$ cat src/rtl/fir_pkg.sv
// Shared FIR widths, sample types and the clipping function used by both the
// filter and its output stage so they saturate identically.
package fir_pkg;

  localparam int FIR_IN_W  = 32;
  localparam int FIR_OUT_W = 16;

  typedef logic signed [FIR_OUT_W-1:0] fir_sample_t;
  typedef logic signed [FIR_IN_W-1:0]  fir_acc_t;
  typedef logic signed [FIR_IN_W:0]    fir_wide_t;

  typedef struct packed {
    logic        clip;
    fir_sample_t val;
  } fir_sat_t;

  localparam fir_wide_t SAT_MAX = fir_wide_t'((2 ** (FIR_OUT_W - 1)) - 1);
  localparam fir_wide_t SAT_MIN = -fir_wide_t'(2 ** (FIR_OUT_W - 1));

  function automatic fir_sat_t saturate(input fir_wide_t v);
    fir_sat_t res;
    res.clip = 1'b0;
    res.val  = v[FIR_OUT_W-1:0];
    if (v > SAT_MAX) begin
      res.clip = 1'b1;
      res.val  = {1'b0, {(FIR_OUT_W-1){1'b1}}};
    end else if (v < SAT_MIN) begin
      res.clip = 1'b1;
      res.val  = {1'b1, {(FIR_OUT_W-1){1'b0}}};
    end
    return res;
  endfunction

endpackage

$ cat src/rtl/fir_out_fifo.sv
// Synchronous first-word-fall-through FIFO; a write into a full FIFO is
// accepted when a read happens in the same cycle.
module fir_out_fifo
  import fir_pkg::*;
#(
  parameter int W     = 16,
  parameter int DEPTH = 4,
  localparam int AW   = $clog2(DEPTH)
) (
  input  logic          clk,
  input  logic          rst_n,
  input  logic          wr_en_i,
  input  logic [W-1:0]  wr_data_i,
  input  logic          rd_en_i,
  output logic [W-1:0]  rd_data_o,
  output logic          full_o,
  output logic          empty_o,
  output logic [AW:0]   level_o
);

  logic [W-1:0] mem_q [DEPTH];
  logic [AW:0]  wr_ptr_q, wr_ptr_d, rd_ptr_q, rd_ptr_d;
  logic         rd_ok, wr_ok;

  assign level_o = wr_ptr_q - rd_ptr_q;
  assign empty_o = (level_o == '0);
  assign full_o  = (level_o == (AW+1)'(DEPTH));
  assign rd_ok   = rd_en_i && !empty_o;
  assign wr_ok   = wr_en_i && (!full_o || rd_ok);

  // Head is forced to zero when empty so the stream data reads 0 after reset.
  assign rd_data_o = empty_o ? '0 : mem_q[rd_ptr_q[AW-1:0]];

  always_comb begin
    wr_ptr_d = wr_ptr_q + (AW+1)'(wr_ok);
    rd_ptr_d = rd_ptr_q + (AW+1)'(rd_ok);
  end

  always_ff @(posedge clk) begin
    if (!rst_n) begin
      wr_ptr_q <= '0;
      rd_ptr_q <= '0;
    end else begin
      wr_ptr_q <= wr_ptr_d;
      rd_ptr_q <= rd_ptr_d;
    end
  end

  always_ff @(posedge clk) begin
    if (wr_ok) mem_q[wr_ptr_q[AW-1:0]] <= wr_data_i;
  end

endmodule

$ cat src/rtl/fir_out_stage.sv
// FIR output stage: decimate, round-shift, saturate, buffer in a FWFT FIFO and
// stream out. Define FIR_OUT_STATS_EN to add the sat_count statistics port.
module fir_out_stage
  import fir_pkg::*;
#(
  parameter int IN_W       = FIR_IN_W,
  parameter int OUT_W      = FIR_OUT_W,
  parameter int SHIFT      = 7,
  parameter int FIFO_DEPTH = 4
) (
  input  logic                          clk,
  input  logic                          rst_n,
  input  logic                          ena,
  input  logic signed [IN_W-1:0]        y_in,
  input  logic [3:0]                    dec_factor,
  output logic signed [OUT_W-1:0]       m_data,
  output logic                          m_valid,
  input  logic                          m_ready,
  output logic [$clog2(FIFO_DEPTH):0]   fifo_level,
  output logic                          sat_flag,
  output logic                          ovf_flag,
  input  logic                          flag_clr
`ifdef FIR_OUT_STATS_EN
  , output logic [15:0]                 sat_count
`endif
);

  localparam logic signed [IN_W:0] RND = (IN_W+1)'(1) << (SHIFT-1);

  logic [3:0] dec_cnt_q, dec_cnt_d, dec_eff_q, dec_eff_d, dec_req;
  logic       keep;

  // A zero factor behaves as one; the new factor only loads at a group wrap.
  assign dec_req = (dec_factor == 4'd0) ? 4'd1 : dec_factor;
  assign keep    = ena && (dec_cnt_q == dec_eff_q - 4'd1);

  always_comb begin
    dec_cnt_d = dec_cnt_q;
    dec_eff_d = dec_eff_q;
    if (keep) begin
      dec_cnt_d = 4'd0;
      dec_eff_d = dec_req;
    end else if (ena) begin
      dec_cnt_d = dec_cnt_q + 4'd1;
    end
  end

  always_ff @(posedge clk) begin
    if (!rst_n) begin
      dec_cnt_q <= 4'd0;
      dec_eff_q <= dec_req;
    end else begin
      dec_cnt_q <= dec_cnt_d;
      dec_eff_q <= dec_eff_d;
    end
  end

  // Stage 1: one extra bit so rounding the max positive input cannot wrap.
  logic signed [IN_W:0] y_ext, y_rnd, s1_r_q, s1_r_d;
  logic                 s1_vld_q;

  assign y_ext  = {y_in[IN_W-1], y_in};
  assign y_rnd  = y_ext + RND;
  assign s1_r_d = y_rnd >>> SHIFT;

  always_ff @(posedge clk) begin
    if (!rst_n) begin
      s1_vld_q <= 1'b0;
      s1_r_q   <= '0;
    end else begin
      s1_vld_q <= keep;
      s1_r_q   <= s1_r_d;
    end
  end

  // Stage 2: saturation feeds the FIFO write directly.
  fir_sat_t sat;
  logic     fifo_full, fifo_empty, sat_set, ovf_set;

  assign sat = saturate(s1_r_q);

  fir_out_fifo #(.W(OUT_W), .DEPTH(FIFO_DEPTH)) u_fifo (
    .clk       (clk),
    .rst_n     (rst_n),
    .wr_en_i   (s1_vld_q),
    .wr_data_i (sat.val),
    .rd_en_i   (m_ready),
    .rd_data_o (m_data),
    .full_o    (fifo_full),
    .empty_o   (fifo_empty),
    .level_o   (fifo_level)
  );

  assign m_valid = !fifo_empty;
  assign sat_set = s1_vld_q && sat.clip;
  assign ovf_set = s1_vld_q && fifo_full && !(m_valid && m_ready);

  logic sat_flag_q, sat_flag_d, ovf_flag_q, ovf_flag_d;

  // Clear wins over a same-cycle set; that set event is lost.
  always_comb begin
    sat_flag_d = sat_flag_q | sat_set;
    ovf_flag_d = ovf_flag_q | ovf_set;
    if (flag_clr) begin
      sat_flag_d = 1'b0;
      ovf_flag_d = 1'b0;
    end
  end

  always_ff @(posedge clk) begin
    if (!rst_n) begin
      sat_flag_q <= 1'b0;
      ovf_flag_q <= 1'b0;
    end else begin
      sat_flag_q <= sat_flag_d;
      ovf_flag_q <= ovf_flag_d;
    end
  end

  assign sat_flag = sat_flag_q;
  assign ovf_flag = ovf_flag_q;

`ifdef FIR_OUT_STATS_EN
  logic [15:0] sat_cnt_q, sat_cnt_d;

  always_comb begin
    sat_cnt_d = sat_cnt_q;
    if (flag_clr)                            sat_cnt_d = 16'd0;
    else if (sat_set && sat_cnt_q != 16'hFFFF) sat_cnt_d = sat_cnt_q + 16'd1;
  end

  always_ff @(posedge clk) begin
    if (!rst_n) sat_cnt_q <= 16'd0;
    else        sat_cnt_q <= sat_cnt_d;
  end

  assign sat_count = sat_cnt_q;
`endif

endmodule

$ cat config.mk
export PLATFORM = sky130hd
export DESIGN_NAME = fir_out_stage
export DESIGN_NICKNAME = d
export VERILOG_FILES = /design/src/rtl/fir_pkg.sv /design/src/rtl/fir_out_fifo.sv /design/src/rtl/fir_out_stage.sv
export SDC_FILE = /design/constraint.sdc
export NUM_CORES = 1
export LEC_CHECK = 0
export ABC_AREA = 1
export BUFFER_PORTS_ARGS = -buffer_cell sky130_fd_sc_hd__buf_2
export CORE_AREA = 2 2 114 116
export CTS_CLUSTER_DIAMETER = 60
export DETAILED_ROUTE_END_ITERATION = 7
export DIE_AREA = 0 0 116 118
export GPL_TIMING_DRIVEN = 0
export PLACE_DENSITY_LB_ADDON = 0.15
export SKIP_CTS_REPAIR_TIMING = 1
export SLEW_MARGIN = 20
export SYNTH_ARGS = -nofsm -noshare
export SYNTH_HDL_FRONTEND = slang
export SYNTH_SLANG_ARGS = --single-unit
$ cat constraint.sdc
create_clock -name clk -period 9.9 [get_ports clk]
set_clock_uncertainty 0.2 [all_clocks]
set_input_delay 0.495 -clock clk [delete_from_list [all_inputs] [get_ports clk]]
set_output_delay 0.495 -clock clk [all_outputs]
set_load 0.1 [all_outputs]
==> results.toml, run 1 <==
[run_status]
status = "finished, final reports clean"

[logic_synthesis]
synth_adder_area_share = 0.0245
ys_types = 30
synthMuxAreaShare = 0.00204
synth_area_sq_um = 4910
ys_seq_area_frac = 0.575
synthSimpleGateAreaFrac = 0.235
synth_top_family_by_area = "simple AND/OR/NAND/NOR gates"
synth_compound_area_frac = 0.0767
ys.flop_type = "edfxtp_1"
avgSynthCellArea_sq_um = 8.88
synth-xor-area-share = 0.0265
async_flop_share = 0
yosysWarnings = 0
syn-num-nets = 603
synth_edf_count = 68
syn_inst = 553
ys_seq_elements = 107

[timing]
clock.fmax_mhz = 295
tns_ns = 0
maxSlewViolCount = 0
relSlewSlack = 0.517
fin_crit_sh = 0.343
setup_violations = 0
worstMarginPinSlew_ns = 0.720
finalHoldViolations = 0
rsz0062_at_grt = "no"
timing.final.crit_period_ns = 3.39

[placed_design]
numPortBuffers = 56
place_area_sq_um = 5480
gp_congestion = 0.912
dpl.hpwl_um = 8650
dp_cells = 788

[worst_setup_path]
cpMostUsedCell = "inv_1"
worstSetupPathType = "reg -> out"
crit_start = "u_fifo.wr_ptr_q[0]$_SDFF_PN0_"
cp_max_fo = 10
r2r_cells = 13
cpPeakStageDelay_ns = 0.41
critPathLaunchType = "flip-flop"
arrival_ns = 2.70
worstReg2RegStart = "u_fifo.wr_ptr_q[0]$_SDFF_PN0_"
worstPathRequired_ns = 9.21
crit_slowest_cell = "fa_1"
end_kind = "primary output"
worstPathCellList = "inv_1 > ha_1 > fa_1 > xor2_2 > or2_1 > buf_6 > buf_8 > nand2_1 > inv_1 > buf_2"

[drt]
drt-initial-drc-count = 174
wl_um = 11400
drcViolationCount = 0
via_per_inst = 4.67
wl_per_cell_um = 14.2
vias = 3757
first_pass_iters = 5
ant_nets = 0

[layout]
layout_commonest_cell = "nand2_1"
final_cells = 804
design_area_sq_um = 5790
final_cell_mix = "nand2_1, nor2_1, edfxtp_1"
fillers = 1240
nets = 677
syn2layout_area_growth_pct = 18.0
antenna_cells = 0
drive_gt1_frac = 0.142

[grt]
grt_max_degree = 18
grtUsageMet2 = 0.309
grtUsageMet3 = 0.0376
overflow = 0
track_usage = 0.179
grt_busiest_layer = "met2"
grt_pass1_vias = 3763
grt_pass1_wl_um = 18500
met1_usage = 0.219
antenna_found_initial = 0

[clock_network]
clock_latency_ns = 0.35
cts_sinks = 107
cts_buffers = 9
clk_path_buf_depth = 2
path_clk_slew_ns = 0.07
cts_root_buffer = "clkbuf_16"
tritoncts = "yes"
h-tree-depth = 3

[floorplan]
rows = 41
chipHeight_um = 118
core_sq_um = 12400
io_pins = 63
start_util = 0.395
dieArea_sq_um = 13700
dieWidth_um = 116

[power_and_ir_drop]
seq_power_share = 0.321
p_comb_frac = 0.439
clkPwrFrac = 0.240
powerDensity_nw_per_um2 = 268
intPower_uw = 831
leakage_uw = 0.00240
p_sw_uw = 720
irDropWorstVdd_v = 0.0000863
switching_share = 0.464

[job]
drv_cap = 0

[min_path]
min_from = "y_in[31]"
min_path_type = "in -> reg"
holdPathStages = 3
==> cell type report <==
class                   count  area, sq um  area share
clock buffers              11          233      0.0402
multi-input cells         372         1810       0.312
clock inverters             5         78.8      0.0136
inverters                  54          203      0.0350
plain buffers              20         95.1      0.0164
repair buffers             63          337      0.0581
flip-flops and latches    107         2820       0.487
well taps                 172          215      0.0372
==> logic make-up (layout without fill, tap and decap cells) <==
group           count (synthesis)  count (layout)
simple gates                  286             286
flops                         107             107
buf+inv                        74             153
compound gates                 62              62
xor+xnor                       14              14
fa+ha+maj                       9               9
mux                             1               1
==> power groups by stage <==
| stage | Sequential (uW) | Clock, uW | Combinational (uW) |
|---|---|---|---|
| detailed placement | 508 | 0 | 688 |
| global placement | 507 | 0 | 683 |
| finish | 498 | 372 | 681 |
| CTS | 498 | 382 | 689 |
| floorplan | 504 | 0 | 566 |
| global route | 499 | 399 | 724 |
==> Yosys cell counts, drive strengths merged, types with 3 or more instances <==
| library cell | n | area, sq um |
|---|---|---|
| a21oi | 18 | 90.1 |
| buf | 3 | 31.3 |
| clkbuf | 17 | 63.8 |
| dfxtp | 39 | 781 |
| edfxtp | 68 | 2040 |
| ha | 8 | 100 |
| inv | 54 | 203 |
| nand2 | 141 | 532 |
| nand3 | 9 | 45.0 |
| nand3b | 9 | 67.6 |
| nand4 | 3 | 18.8 |
| nor2 | 114 | 430 |
| nor3 | 5 | 25.0 |
| o21ai | 25 | 125 |
| o32ai | 16 | 140 |
| or2 | 4 | 25.0 |
| xnor2 | 8 | 70.1 |
| xor2 | 6 | 60.1 |
==> through the flow <==
stage / power [uW] / hold WS [ns] / setup WS [ns] / utilization
final: 1550 / 0.195 / 6.51 / 0.467
after global routing: 1620 / 0.187 / 6.37 / 0.467
after CTS: 1570 / 0.181 / 6.46 / 0.467
after detailed placement: 1200 / 0.237 / 6.85 / 0.441
after global placement: 1190 / 0.231 / 5.70 / 0.435
after floorplan: 1070 / 0.248 / 5.99 / -
==> layer usage <==
metal / up-vias / routed length, um
met2: 86 / 5620
met3: 12 / 567
met4: 0 / 170
li1: 1949 / -
met5: - / 0
met1: 1710 / 5070
==> path summary, 6_finish.rpt <==
check                                                      to  slack [ns]
worst max-delay path                               m_data[12]        6.51
worst min-delay path                    s1_r_q[25]$_SDFF_PN0_        0.20
worst max register to register  u_fifo.rd_ptr_q[2]$_SDFF_PN0_        7.03
worst min register to register            sat_flag$_SDFF_PP0_        0.24
==> critical path: cells and delay by family, from the launching register on <==
family                     cells  cell delay [ns]
buffers and inverters          5             0.87
adders and majority gates      2             0.61
DFF                            1             0.40
xor gates and xnor gates       1             0.23
and+or+nand+nor                2             0.23
==> state kept, by name (all words and copies together), names as in the netlist <==
name,flops
ovf_flag,1
s1_vld_q,1
sat_flag,1
s1_r_q,26
u_fifo.rd_ptr_q,3
u_fifo.mem_q,64
dec_cnt_q,4
u_fifo.wr_ptr_q,3
dec_eff_q,4
No activity file was read; power rests on OpenSTA's default activity.
==> inputs of run 2 (changes only) <==
--- a/config.mk
+++ b/config.mk
@@ -5,12 +5,12 @@
 export SDC_FILE = /design/constraint.sdc
 export NUM_CORES = 1
 export LEC_CHECK = 0
-export ABC_AREA = 1
+export ABC_AREA = 0
 export BUFFER_PORTS_ARGS = -buffer_cell sky130_fd_sc_hd__buf_2
-export CORE_AREA = 2 2 114 116
+export CORE_AREA = 2 2 111 113
 export CTS_CLUSTER_DIAMETER = 60
 export DETAILED_ROUTE_END_ITERATION = 7
-export DIE_AREA = 0 0 116 118
+export DIE_AREA = 0 0 113 115
 export GPL_TIMING_DRIVEN = 0
 export PLACE_DENSITY_LB_ADDON = 0.15
 export SKIP_CTS_REPAIR_TIMING = 1
==> constraint.sdc (replaced) <==
create_clock -name clk -period 3.45 [get_ports clk]
set_clock_uncertainty 0.2 [all_clocks]
set_input_delay 0.1725 -clock clk [delete_from_list [all_inputs] [get_ports clk]]
set_output_delay 0.1725 -clock clk [all_outputs]
set_load 0.1 [all_outputs]
==> run 2 against run 1 <==
The run now ends with DRC left. Sequential power grew to 2.9 times the previous value. Clock-buffer cell count is the same. Largest power group unchanged. Core utilization grew 2.4 points. Global-route usage shrank 4.1 points. Total power grew to 2.7 times the previous value.
==> results.toml, run 2 <==
[timing]
setup_violations = 0
clock.fmax_mhz = 313
fin_crit_sh = 0.926
maxSlewViolCount = 0
finalHoldViolations = 0
rsz0062_at_grt = "no"
timing.final.crit_period_ns = 3.19
relSlewSlack = 0.445
worstMarginPinSlew_ns = 0.823

[layout]
antenna_cells = 0
syn2layout_area_growth_pct = 25.6
design_area_sq_um = 5790
layout_commonest_cell = "edfxtp_1"
drive_gt1_frac = 0.286
largest_register_ffs = 64
final_cell_mix = "edfxtp_1, buf_2, dfxtp_1"
nets = 493
utilization = 0.490

[worst_setup_path]
worstSetupPathType = "reg -> out"
worstPathRequired_ns = 3.08
end_kind = "primary output"
critPathLaunchType = "flip-flop"
cp_max_fo = 10
r2r_cells = 11
reg2reg_slack_ns = 0.33
arrival_ns = 2.82

[drt]
first_pass_iters = 6
ant_nets = 0
via_per_inst = 4.92
wl_um = 8750
drcViolationCount = 5
vias = 2926
drt-initial-drc-count = 178
wl_per_cell_um = 14.7

[logic_synthesis]
syn_inst = 341
synth_top_cell_area_share = 0.443
synth-xor-area-share = 0.0494
synth_top_area_cell = "edfxtp_1"
synthSimpleGateAreaFrac = 0.132
ys_seq_area_frac = 0.613
ys_types = 41
syn-num-nets = 391
synthMuxAreaShare = 0.0825
yosysWarnings = 0
synth_compound_area_frac = 0.0682
synth_area_sq_um = 4610
synth_top_family_by_area = "simple AND/OR/NAND/NOR gates"
async_flop_share = 0
avgSynthCellArea_sq_um = 13.5
ys.flop_type = "edfxtp_1"
synth_adder_area_share = 0.0261
ys_seq_elements = 107
ys_top_cells_by_count = "edfxtp_1, dfxtp_1, nor2_1"
synth_edf_count = 68
synth.most_common_cell = "edfxtp_1"
synth_area_leaders = "edfxtp_1, dfxtp_1, mux4_2"

[grt]
grt_max_degree = 20
antenna_found_initial = 0
grt_pass1_wl_um = 13800
overflow = 0
grt_pass1_vias = 2737
track_usage = 0.138

[run_status]
status = "finished with violations"
violations = "DRC"

[clock_network]
path_clk_slew_ns = 0.07
cts_sinks = 107
cts_root_buffer = "clkbuf_16"
tritoncts = "yes"
cts_buffers = 9
clock_latency_ns = 0.34
clk_path_buf_depth = 2
h-tree-depth = 3

[min_path]
holdPathStages = 4
min_path_type = "in -> reg"

[placed_design]
numPortBuffers = 56
dpl.hpwl_um = 6350
place_area_sq_um = 5180
gp_congestion = 0.835

[power_and_ir_drop]
leakage_uw = 0.00215
irDropWorstVdd_v = 0.000235
power_uw = 4150
powerDensity_nw_per_um2 = 718

[floorplan]
io_pins = 63
chipHeight_um = 115
core_sq_um = 11800
rows = 40
dieArea_sq_um = 13000
start_util = 0.390
dieWidth_um = 113

[job]
drv_cap = 0
run 2: report_power, final:
part | switching [uW] | internal [uW]
sequential | 19.2 | 1400
clock | 446 | 520
combinational | 1390 | 380
total | 1850 | 2300
run 2: critical path: stages, from the launching register on:
cell	delay, ns
dfxtp_1	0.40
inv_1	0.11
ha_1	0.21
fa_1	0.45
xnor2_4	0.20
nor2_4	0.31
clkbuf_2	0.40
nor2b_2	0.08
buf_2	0.30
run 2: final cells by class:
| cell class | count | area (sq um) |
|---|---|---|
| plain buffers | 18 | 93.8 |
| inverters | 11 | 41.3 |
| fillers | 1058 | 6020 |
| clock inverters | 5 | 45.0 |
| multi-input cells | 205 | 1740 |
| flip-flops and latches | 107 | 2820 |
| repair buffers | 91 | 621 |
| well taps | 147 | 184 |
| clock buffers | 11 | 243 |
run 2: kinds of logic (layout without fill, tap and decap cells):
logic type / count (synthesis) / after routing
compound gates: 44 / 44
mux: 18 / 18
xor+xnor: 26 / 26
simple gates: 108 / 108
fa+ha+maj: 9 / 9
flops: 107 / 107
buf+inv: 29 / 136
run 2: worst paths after layout:
kind,from,endpoint
worst min-delay path,y_in[6],s1_r_q[2]$_SDFF_PN0_
worst max-delay path,u_fifo.wr_ptr_q[0]$_SDFF_PN0_,m_data[8]
worst min register to register,sat_flag$_SDFF_PP0_,sat_flag$_SDFF_PP0_
worst max register to register,u_fifo.wr_ptr_q[0]$_SDFF_PN0_,u_fifo.rd_ptr_q[2]$_SDFF_PN0_
run 2: through the flow:
stage / instances / setup WS [ns] / hold slack [ns] / TNS [ns]
after global placement: 544 / -0.669 / 0.233 / -41.91
after global routing: 595 / 0.0813 / 0.0156 / 0
final: 595 / 0.256 / 0.0136 / 0
after detailed placement: 548 / -0.232 / 0.237 / -0.469
after CTS: 564 / -0.312 / -0.121 / -2.99
after floorplan: 341 / -0.0767 / 0.115 / -0.683
run 2: layer usage:
layer / routed length [um] / global-route usage / part of all wire / vias up
met3: 385 / 0.0269 / 0.044 / 8
met5: 0 / 0 / 0 / -
met1: 4130 / 0.188 / 0.47 / 1363
met2: 4130 / 0.221 / 0.47 / 81
met4: 109 / 0.0553 / 0.012 / 0
li1: - / - / - / 1474
